File: config.mk
export PLATFORM = sky130hd
export DESIGN_NAME = apb_master
export DESIGN_NICKNAME = d
export VERILOG_FILES = /design/src/rtl/apb_pkg.sv /design/src/rtl/apb_timeout_cnt.sv /design/src/rtl/apb_master.sv
export SDC_FILE = /design/constraint.sdc
export NUM_CORES = 1
export LEC_CHECK = 0
export BUFFER_PORTS_ARGS = -buffer_cell sky130_fd_sc_hd__clkbuf_2
export CELL_PAD_IN_SITES_DETAIL_PLACEMENT = 2
export CELL_PAD_IN_SITES_GLOBAL_PLACEMENT = 2
export CORE_UTILIZATION = 28
export CTS_CLUSTER_SIZE = 24
export DETAILED_ROUTE_END_ITERATION = 6
export PLACE_DENSITY = 0.76
export SYNTH_ARGS = -nofsm -noshare
export SYNTH_HDL_FRONTEND = slang
export SYNTH_SLANG_ARGS = --single-unit
File: constraint.sdc
create_clock -name clk -period 2.2 [get_ports clk]
set_input_delay 0.66 -clock clk [delete_from_list [all_inputs] [get_ports clk]]
set_output_delay 0.66 -clock clk [all_outputs]
set_load 0.01 [all_outputs]
File: src/rtl/apb_pkg.sv
// Shared definitions for the 8-bit peripheral bus: state encoding used by
// both the requester and apb_slave, plus default bus widths.
package apb_pkg;

  localparam int APB_ADDR_W = 8;
  localparam int APB_DATA_W = 8;

  typedef enum logic [1:0] {
    IDLE   = 2'b00,
    SETUP  = 2'b01,
    ACCESS = 2'b10
  } apb_state_e;

endpackage

File: src/rtl/apb_timeout_cnt.sv
// Wait-state counter for the ACCESS phase. Clear has priority over enable;
// the count saturates at TIMEOUT and tc flags that terminal value.
module apb_timeout_cnt #(
  parameter int TIMEOUT = 16
) (
  input  logic clk,
  input  logic rst,
  input  logic clr,
  input  logic en,
  output logic tc
);

  localparam int CW = (TIMEOUT < 1) ? 1 : $clog2(TIMEOUT + 1);
  localparam logic [CW-1:0] TC_VAL = CW'(TIMEOUT);

  logic [CW-1:0] cnt_q;
  logic [CW-1:0] cnt_d;

  assign tc = (cnt_q == TC_VAL);

  // Next count: clear, count up while enabled, hold at terminal value.
  always_comb begin
    cnt_d = cnt_q;
    if (clr) begin
      cnt_d = '0;
    end else if (en && !tc) begin
      cnt_d = cnt_q + 1'b1;
    end
  end

  // Count register with synchronous reset.
  always_ff @(posedge clk) begin
    if (rst) begin
      cnt_q <= '0;
    end else begin
      cnt_q <= cnt_d;
    end
  end

endmodule

File: src/rtl/apb_master.sv
// Single-outstanding APB requester. One command at a time is accepted on the
// cmd port (valid/ready: a transfer happens at a posedge where both are high;
// the requester holds valid and payload stable until then), sequenced through
// SETUP and ACCESS, and answered with a one-cycle rsp_valid pulse. ACCESS is
// bounded by a wait-state timeout; pready wins if it arrives on the last
// allowed cycle. Every output comes straight from a flop.
module apb_master
  import apb_pkg::*;
#(
  parameter int ADDR_W  = APB_ADDR_W,
  parameter int DATA_W  = APB_DATA_W,
  parameter int TIMEOUT = 16
) (
  input  logic              clk,
  input  logic              preset,
  input  logic              cmd_valid,
  output logic              cmd_ready,
  input  logic              cmd_write,
  input  logic [ADDR_W-1:0] cmd_addr,
  input  logic [DATA_W-1:0] cmd_wdata,
  output logic              rsp_valid,
  output logic [DATA_W-1:0] rsp_rdata,
  output logic              rsp_err,
  output logic              psel0,
  output logic              penable,
  output logic              pwrite,
  output logic [ADDR_W-1:0] paddr,
  output logic [DATA_W-1:0] pwdata,
  input  logic              pready,
  input  logic              pslverr,
  input  logic [DATA_W-1:0] prdata
);

  apb_state_e        state_q, state_d;
  logic              cmd_ready_q, cmd_ready_d;
  logic              rsp_valid_q, rsp_valid_d;
  logic [DATA_W-1:0] rsp_rdata_q, rsp_rdata_d;
  logic              rsp_err_q, rsp_err_d;
  logic              psel0_q, psel0_d;
  logic              penable_q, penable_d;
  logic              pwrite_q, pwrite_d;
  logic [ADDR_W-1:0] paddr_q, paddr_d;
  logic [DATA_W-1:0] pwdata_q, pwdata_d;

  logic cnt_clr;
  logic cnt_en;
  logic cnt_tc;

  apb_timeout_cnt #(
    .TIMEOUT(TIMEOUT)
  ) u_timeout_cnt (
    .clk (clk),
    .rst (preset),
    .clr (cnt_clr),
    .en  (cnt_en),
    .tc  (cnt_tc)
  );

  // The APB address/data/direction flops double as the command latch: they
  // are loaded at the handshake and held until the transfer ends.
  always_comb begin
    state_d     = state_q;
    cmd_ready_d = cmd_ready_q;
    rsp_valid_d = 1'b0;
    rsp_rdata_d = '0;
    rsp_err_d   = 1'b0;
    psel0_d     = psel0_q;
    penable_d   = penable_q;
    pwrite_d    = pwrite_q;
    paddr_d     = paddr_q;
    pwdata_d    = pwdata_q;
    cnt_clr     = 1'b0;
    cnt_en      = 1'b0;

    case (state_q)
      IDLE: begin
        if (cmd_valid && cmd_ready_q) begin
          state_d     = SETUP;
          cmd_ready_d = 1'b0;
          psel0_d     = 1'b1;
          penable_d   = 1'b0;
          pwrite_d    = cmd_write;
          paddr_d     = cmd_addr;
          pwdata_d    = cmd_wdata;
        end
      end

      SETUP: begin
        state_d   = ACCESS;
        penable_d = 1'b1;
        cnt_clr   = 1'b1;
      end

      ACCESS: begin
        if (pready || cnt_tc) begin
          state_d     = IDLE;
          cmd_ready_d = 1'b1;
          psel0_d     = 1'b0;
          penable_d   = 1'b0;
          pwrite_d    = 1'b0;
          paddr_d     = '0;
          pwdata_d    = '0;
          rsp_valid_d = 1'b1;
          if (pready) begin
            rsp_err_d = pslverr;
            if (!pwrite_q && !pslverr) begin
              rsp_rdata_d = prdata;
            end
          end else begin
            rsp_err_d = 1'b1;
          end
        end else begin
          cnt_en = 1'b1;
        end
      end

      default: begin
        state_d     = IDLE;
        cmd_ready_d = 1'b1;
        psel0_d     = 1'b0;
        penable_d   = 1'b0;
        pwrite_d    = 1'b0;
        paddr_d     = '0;
        pwdata_d    = '0;
      end
    endcase
  end

  // FSM state and all registered outputs, synchronous active-high reset.
  always_ff @(posedge clk) begin
    if (preset) begin
      state_q     <= IDLE;
      cmd_ready_q <= 1'b1;
      rsp_valid_q <= 1'b0;
      rsp_rdata_q <= '0;
      rsp_err_q   <= 1'b0;
      psel0_q     <= 1'b0;
      penable_q   <= 1'b0;
      pwrite_q    <= 1'b0;
      paddr_q     <= '0;
      pwdata_q    <= '0;
    end else begin
      state_q     <= state_d;
      cmd_ready_q <= cmd_ready_d;
      rsp_valid_q <= rsp_valid_d;
      rsp_rdata_q <= rsp_rdata_d;
      rsp_err_q   <= rsp_err_d;
      psel0_q     <= psel0_d;
      penable_q   <= penable_d;
      pwrite_q    <= pwrite_d;
      paddr_q     <= paddr_d;
      pwdata_q    <= pwdata_d;
    end
  end

  assign cmd_ready = cmd_ready_q;
  assign rsp_valid = rsp_valid_q;
  assign rsp_rdata = rsp_rdata_q;
  assign rsp_err   = rsp_err_q;
  assign psel0     = psel0_q;
  assign penable   = penable_q;
  assign pwrite    = pwrite_q;
  assign paddr     = paddr_q;
  assign pwdata    = pwdata_q;

endmodule

Word level (Yosys, flattened, before mapping)
Index checks and enable logic that the tools add are counted.

Add/sub/neg operators: 1. Equality and inequality tests: 5. Mux-type cells: 22. Bitwise gates (word level): 5. Reductions and logical operators: 14.

Operator list (count): 8-bit case mux with 3 select lines (2); 8-bit 2-to-1 mux (3); 1-bit case mux with 3 select lines (4); 1-bit 2-to-1 mux (10); 2-bit case mux with 3 select lines (1); 5-bit by 1-bit adder with 5-bit output (second input constant) (1); 5-bit equality test (second input constant) (1); 1-bit inverter (5); 5-bit OR reduction (1); 2-bit 2-to-1 mux (2); 2-bit != test (second input constant) (2); 2-bit OR reduction (2); 1-bit logical AND (3); 1-bit zero test (3); 3-bit AND reduction (1); 3-bit OR reduction (1); 2-bit by 1-bit equality test with 1-bit output (second input constant) (1); 2-bit equality test (second input constant) (1); 2-bit zero test (1); 2-bit AND reduction (1); 1-bit logical OR (1).

Flip-flop bits (word level): 37. Output and inout bits: 30. Logic and storage cells: 58.

Depth between registers and ports, before layout
Word-level depth: 5. Gate-level depth with buffers: 7. Depth with buffers taken out: 5.

Hierarchy
Synthesis repeated with hierarchy kept, for this count alone.

Cell total of the unflattened synthesis: 127. Area, all modules: 1398.8 µm².

By module, submodules not included: apb_master (times used 1, cells an instance 98, area an instance 1117.3 µm²); apb_timeout_cnt (times used 1, cells an instance 29, area an instance 281.5 µm²).

Worst setup path after synthesis
OpenSTA, ideal clock, no wires.

Path kind: input to register. Start point: input preset. End point: register paddr_q[0], in the netlist paddr[0]. Arrival: 1.692 ns. Setup slack: 0.449 ns. Stages on the path: 5. Path through: or2_2 > clkbuf_1 > nor3_4 > buf_4 > a22o_1.

RTL lines: start, declared (line apb_master.sv:15) `input logic preset,`; end signal, assigned (line apb_master.sv:151) `paddr_q <= paddr_d;`; end, declared (line apb_master.sv:42) `logic [ADDR_W-1:0] paddr_q, paddr_d;`.

Worst setup path in the final report
Start point: register u_timeout_cnt.cnt_q[0]. End point: register u_timeout_cnt.cnt_q[1].

Word-level cells in the longest chain between the ends: 5.

Ends and longest elaborated chain: start, declared (line apb_timeout_cnt.sv:16) `logic [CW-1:0] cnt_q;`; start signal, assigned (line apb_timeout_cnt.sv:36) `cnt_q <= cnt_d;`; 5-bit equality test (line apb_timeout_cnt.sv:19) `assign tc = (cnt_q == TC_VAL);`; 1-bit logical OR (line apb_master.sv:95) `if (pready || cnt_tc) begin`; 1-bit 2-to-1 mux (line apb_master.sv:95); 1-bit 2-to-1 mux (line apb_master.sv:75) `case (state_q)`; 1-bit logical AND (line apb_timeout_cnt.sv:26) `end else if (en && !tc) begin`.

Parallel ways exist; a longest one is shown, timed or not. A chain may end at the register's enable or synchronous reset.

==> flow_summary.yaml <==
status:
  status: "complete, no violations"
drt:
  wl_met2_um: 1740
  via_count: 1122
  drt_iter0_markers: 40
  drc: 0
  ant_nets: 0
  wl_met1_um: 1410
  routedWlPerCell_um: 13.8
  wl_um: 3420
  dr_wl_met3_um: 231
  drt_pre_antenna_iters: 4
  dr.max_layer_used: "met4"
  avgViaCountPerCell: 4.52
clocking:
  cts_sinks: 37
  cts_setup_buffers: 0
  cts_tree: "yes"
  post_cts_resize_count: 0
  cts_made_buffers: 5
  postCtsHoldBufs: 0
  htree_levels: 2
  clock_path_buffers: 2
  cts.clk_slew.worst_paths_ps: 70
  insertion_delay_ps: 280
  cts_root_buf: "clkbuf_8"
min_path:
  min_path_cells: 1
  hold_path.class: "reg2reg"
logic_synthesis:
  synthTopCellsByCount: "dfxtp_1 (37), a22o_1 (17), and2_1 (8)"
  synth_area_per_cell_um2: 11.6
  yosys.cell_count.top_type: "dfxtp_1"
  synth_edf_count: 0
  ys_seq_area_share_pct: 53.7
  yosys-top-cells-area: "dfxtp_1 (54%), a22o_1 (11%), and2_1 (3.6%)"
  ys.flop_type: "dfxtp_1"
  syn_nets: 151
  synthesis.area_mm2: 0.00138
  synthArstFlopShare_pct: 0
  synth_warnings: 0
  yosysTopAreaCellShare_pct: 53.7
  ys_types: 36
  synth-seq-cells: 37
  synthCells: 119
  synth_area_leader_cell: "dfxtp_1"
critical_path:
  cp-start-kind: "flip-flop"
  endpoint_kind: "flip-flop"
  worstSetupPathType: "reg2reg"
  crit_arrival_ps: 2030
  slowest_stage: "nor4b_1"
  worstPathRequired_ps: 2410
  critPathMaxStageDelay_ps: 540
  rr_worst_depth: 5
  path_cells: "inv_1, ha_1, and4bb_2, nor4b_1, mux2i_1"
  crit_path_max_fanout: 8
floorplan:
  fp.coreArea_mm2: 0.00472
  die_area_mm2: 0.00521
  fp.dieH_um: 72.2
  io_pins: 60
  row_count: 25
  initial_core_util_pct: 29.2
  dieWidth_um: 72.2
power_and_ir_drop:
  peakVddDrop_v: 0.000340
  cellPowerDensity_mw_per_mm2: 809
  power.static_leakage_nw: 0.842
grt:
  grt_usage_pct: 14.4
  overflow: 0
  grt_max_degree: 20
  antenna_found_initial: 0
  grt_pass1_vias: 1220
  grt_pass1_wl_um: 5700
final_layout:
  fillCellCount: 537
  stdcell_area_mm2: 0.00184
  area_delta_synth_final_pct: 33.8
  nets: 212
  drive_gt1_share_pct: 41.4
  n_antenna_cell: 0
  regArea_um2: 741
  multi_input_area_um2: 574
place:
  portBuffers: 59
  dpl_cell_area_mm2: 0.00173
  dp_hpwl_um: 2630
  finalWeightedCongestion: 0.693
sta:
  slew_headroom_pct: 59.6
  rsz0062_at_grt: "no"
  setup_violations: 0
  final.period_utilization_pct: 82.5
  hold_viol: 0
  max_freq_mhz: 551
  min_period_ps: 1810
  max_slew.worst_pin.slew_ps: 598
  slew_viol_final: 0
  setup_tns_ps: 0
  finClkSkew_ps: 3.95
job:
  drv_cap: 0
-- placed cells by master (no fill, tap or decap), drive strengths merged, types with 2 or more instances in the layout --
master	count
a21oi	4
a22o	17
and2	8
buf	2
clkbuf	66
dfxtp	37
ha	2
inv	4
mux2i	4
nand2	3
nand2b	2
nand3	6
nor2	3
nor4b	2
o32ai	2
-- sequential cells by signal (all words and copies together), names as in the netlist --
name	cells
cmd_ready	1
paddr	8
u_timeout_cnt.cnt_q	5
pwdata	8
rsp_valid	1
psel0	1
rsp_rdata	8
state_q	2
pwrite	1
rsp_err	1
penable	1
-- layout make-up --
| type | instances | share of cell area (%) |
|---|---|---|
| Tap cell | 67 | 4.55 |
| Sequential cell | 37 | 40.2 |
| Multi-Input combinational cell | 70 | 31.1 |
| Inverter | 5 | 1.02 |
| Clock buffer | 7 | 4.68 |
| Timing Repair Buffer | 61 | 16.8 |
| Clock inverter | 1 | 1.63 |
-- cells by family after synthesis --
logic type                 Yosys count  synth area share [%]
adders and majority gates            2                  1.81
AOI/OAI and AO/OA                   28                  17.6
and+or+nand+nor                     36                  19.3
DFF                                 37                  53.7
buffers and inverters               12                  4.63
muxes                                4                  2.90
-- stage by stage --
step,worst slack [ps],power [mW],hold slack [ps],instances,utilization [%]
2_1_floorplan,449,0.832,441,119,-
3_3_place_gp,334,0.899,447,240,36.6
3_5_place_dp,302,0.907,457,240,36.6
4_1_cts,359,1.52,485,248,39.0
5_1_grt,212,1.56,496,248,39.0
6_report,386,1.49,480,248,39.0
-- metal layers --
metal | up-vias | track usage, %
li1 | 553 | -
met1 | 530 | 16.2
met2 | 37 | 24.4
met3 | 2 | 5.42
met4 | 0 | 5.88
met5 | - | 0
-- where the power goes --
part / switching [mW] / internal (mW) / leakage [nW]
sequential: 0.0275 / 0.702 / 0.301
clock: 0.233 / 0.370 / 0.0585
combinational: 0.0795 / 0.0801 / 0.482
-- final timing paths --
| path | startpoint | slack (ps) | end |
|---|---|---|---|
| setup / recovery | u_timeout_cnt.cnt_q[0] | 390 | u_timeout_cnt.cnt_q[1] |
| hold / removal | psel0 | 480 | psel0 |
| hold reg to reg | psel0 | 480 | psel0 |
| setup reg to reg | u_timeout_cnt.cnt_q[0] | 390 | u_timeout_cnt.cnt_q[1] |
-- critical path, delay by kind of cell (launching register included) --
kind,cells,cell delay (ps)
adder cells (fa/ha/maj),1,200
flip-flops,1,390
AND/OR/NAND/NOR,2,840
multiplexers,1,240
buffers and inverters,1,70
Power figures use the tool's default switching activity.
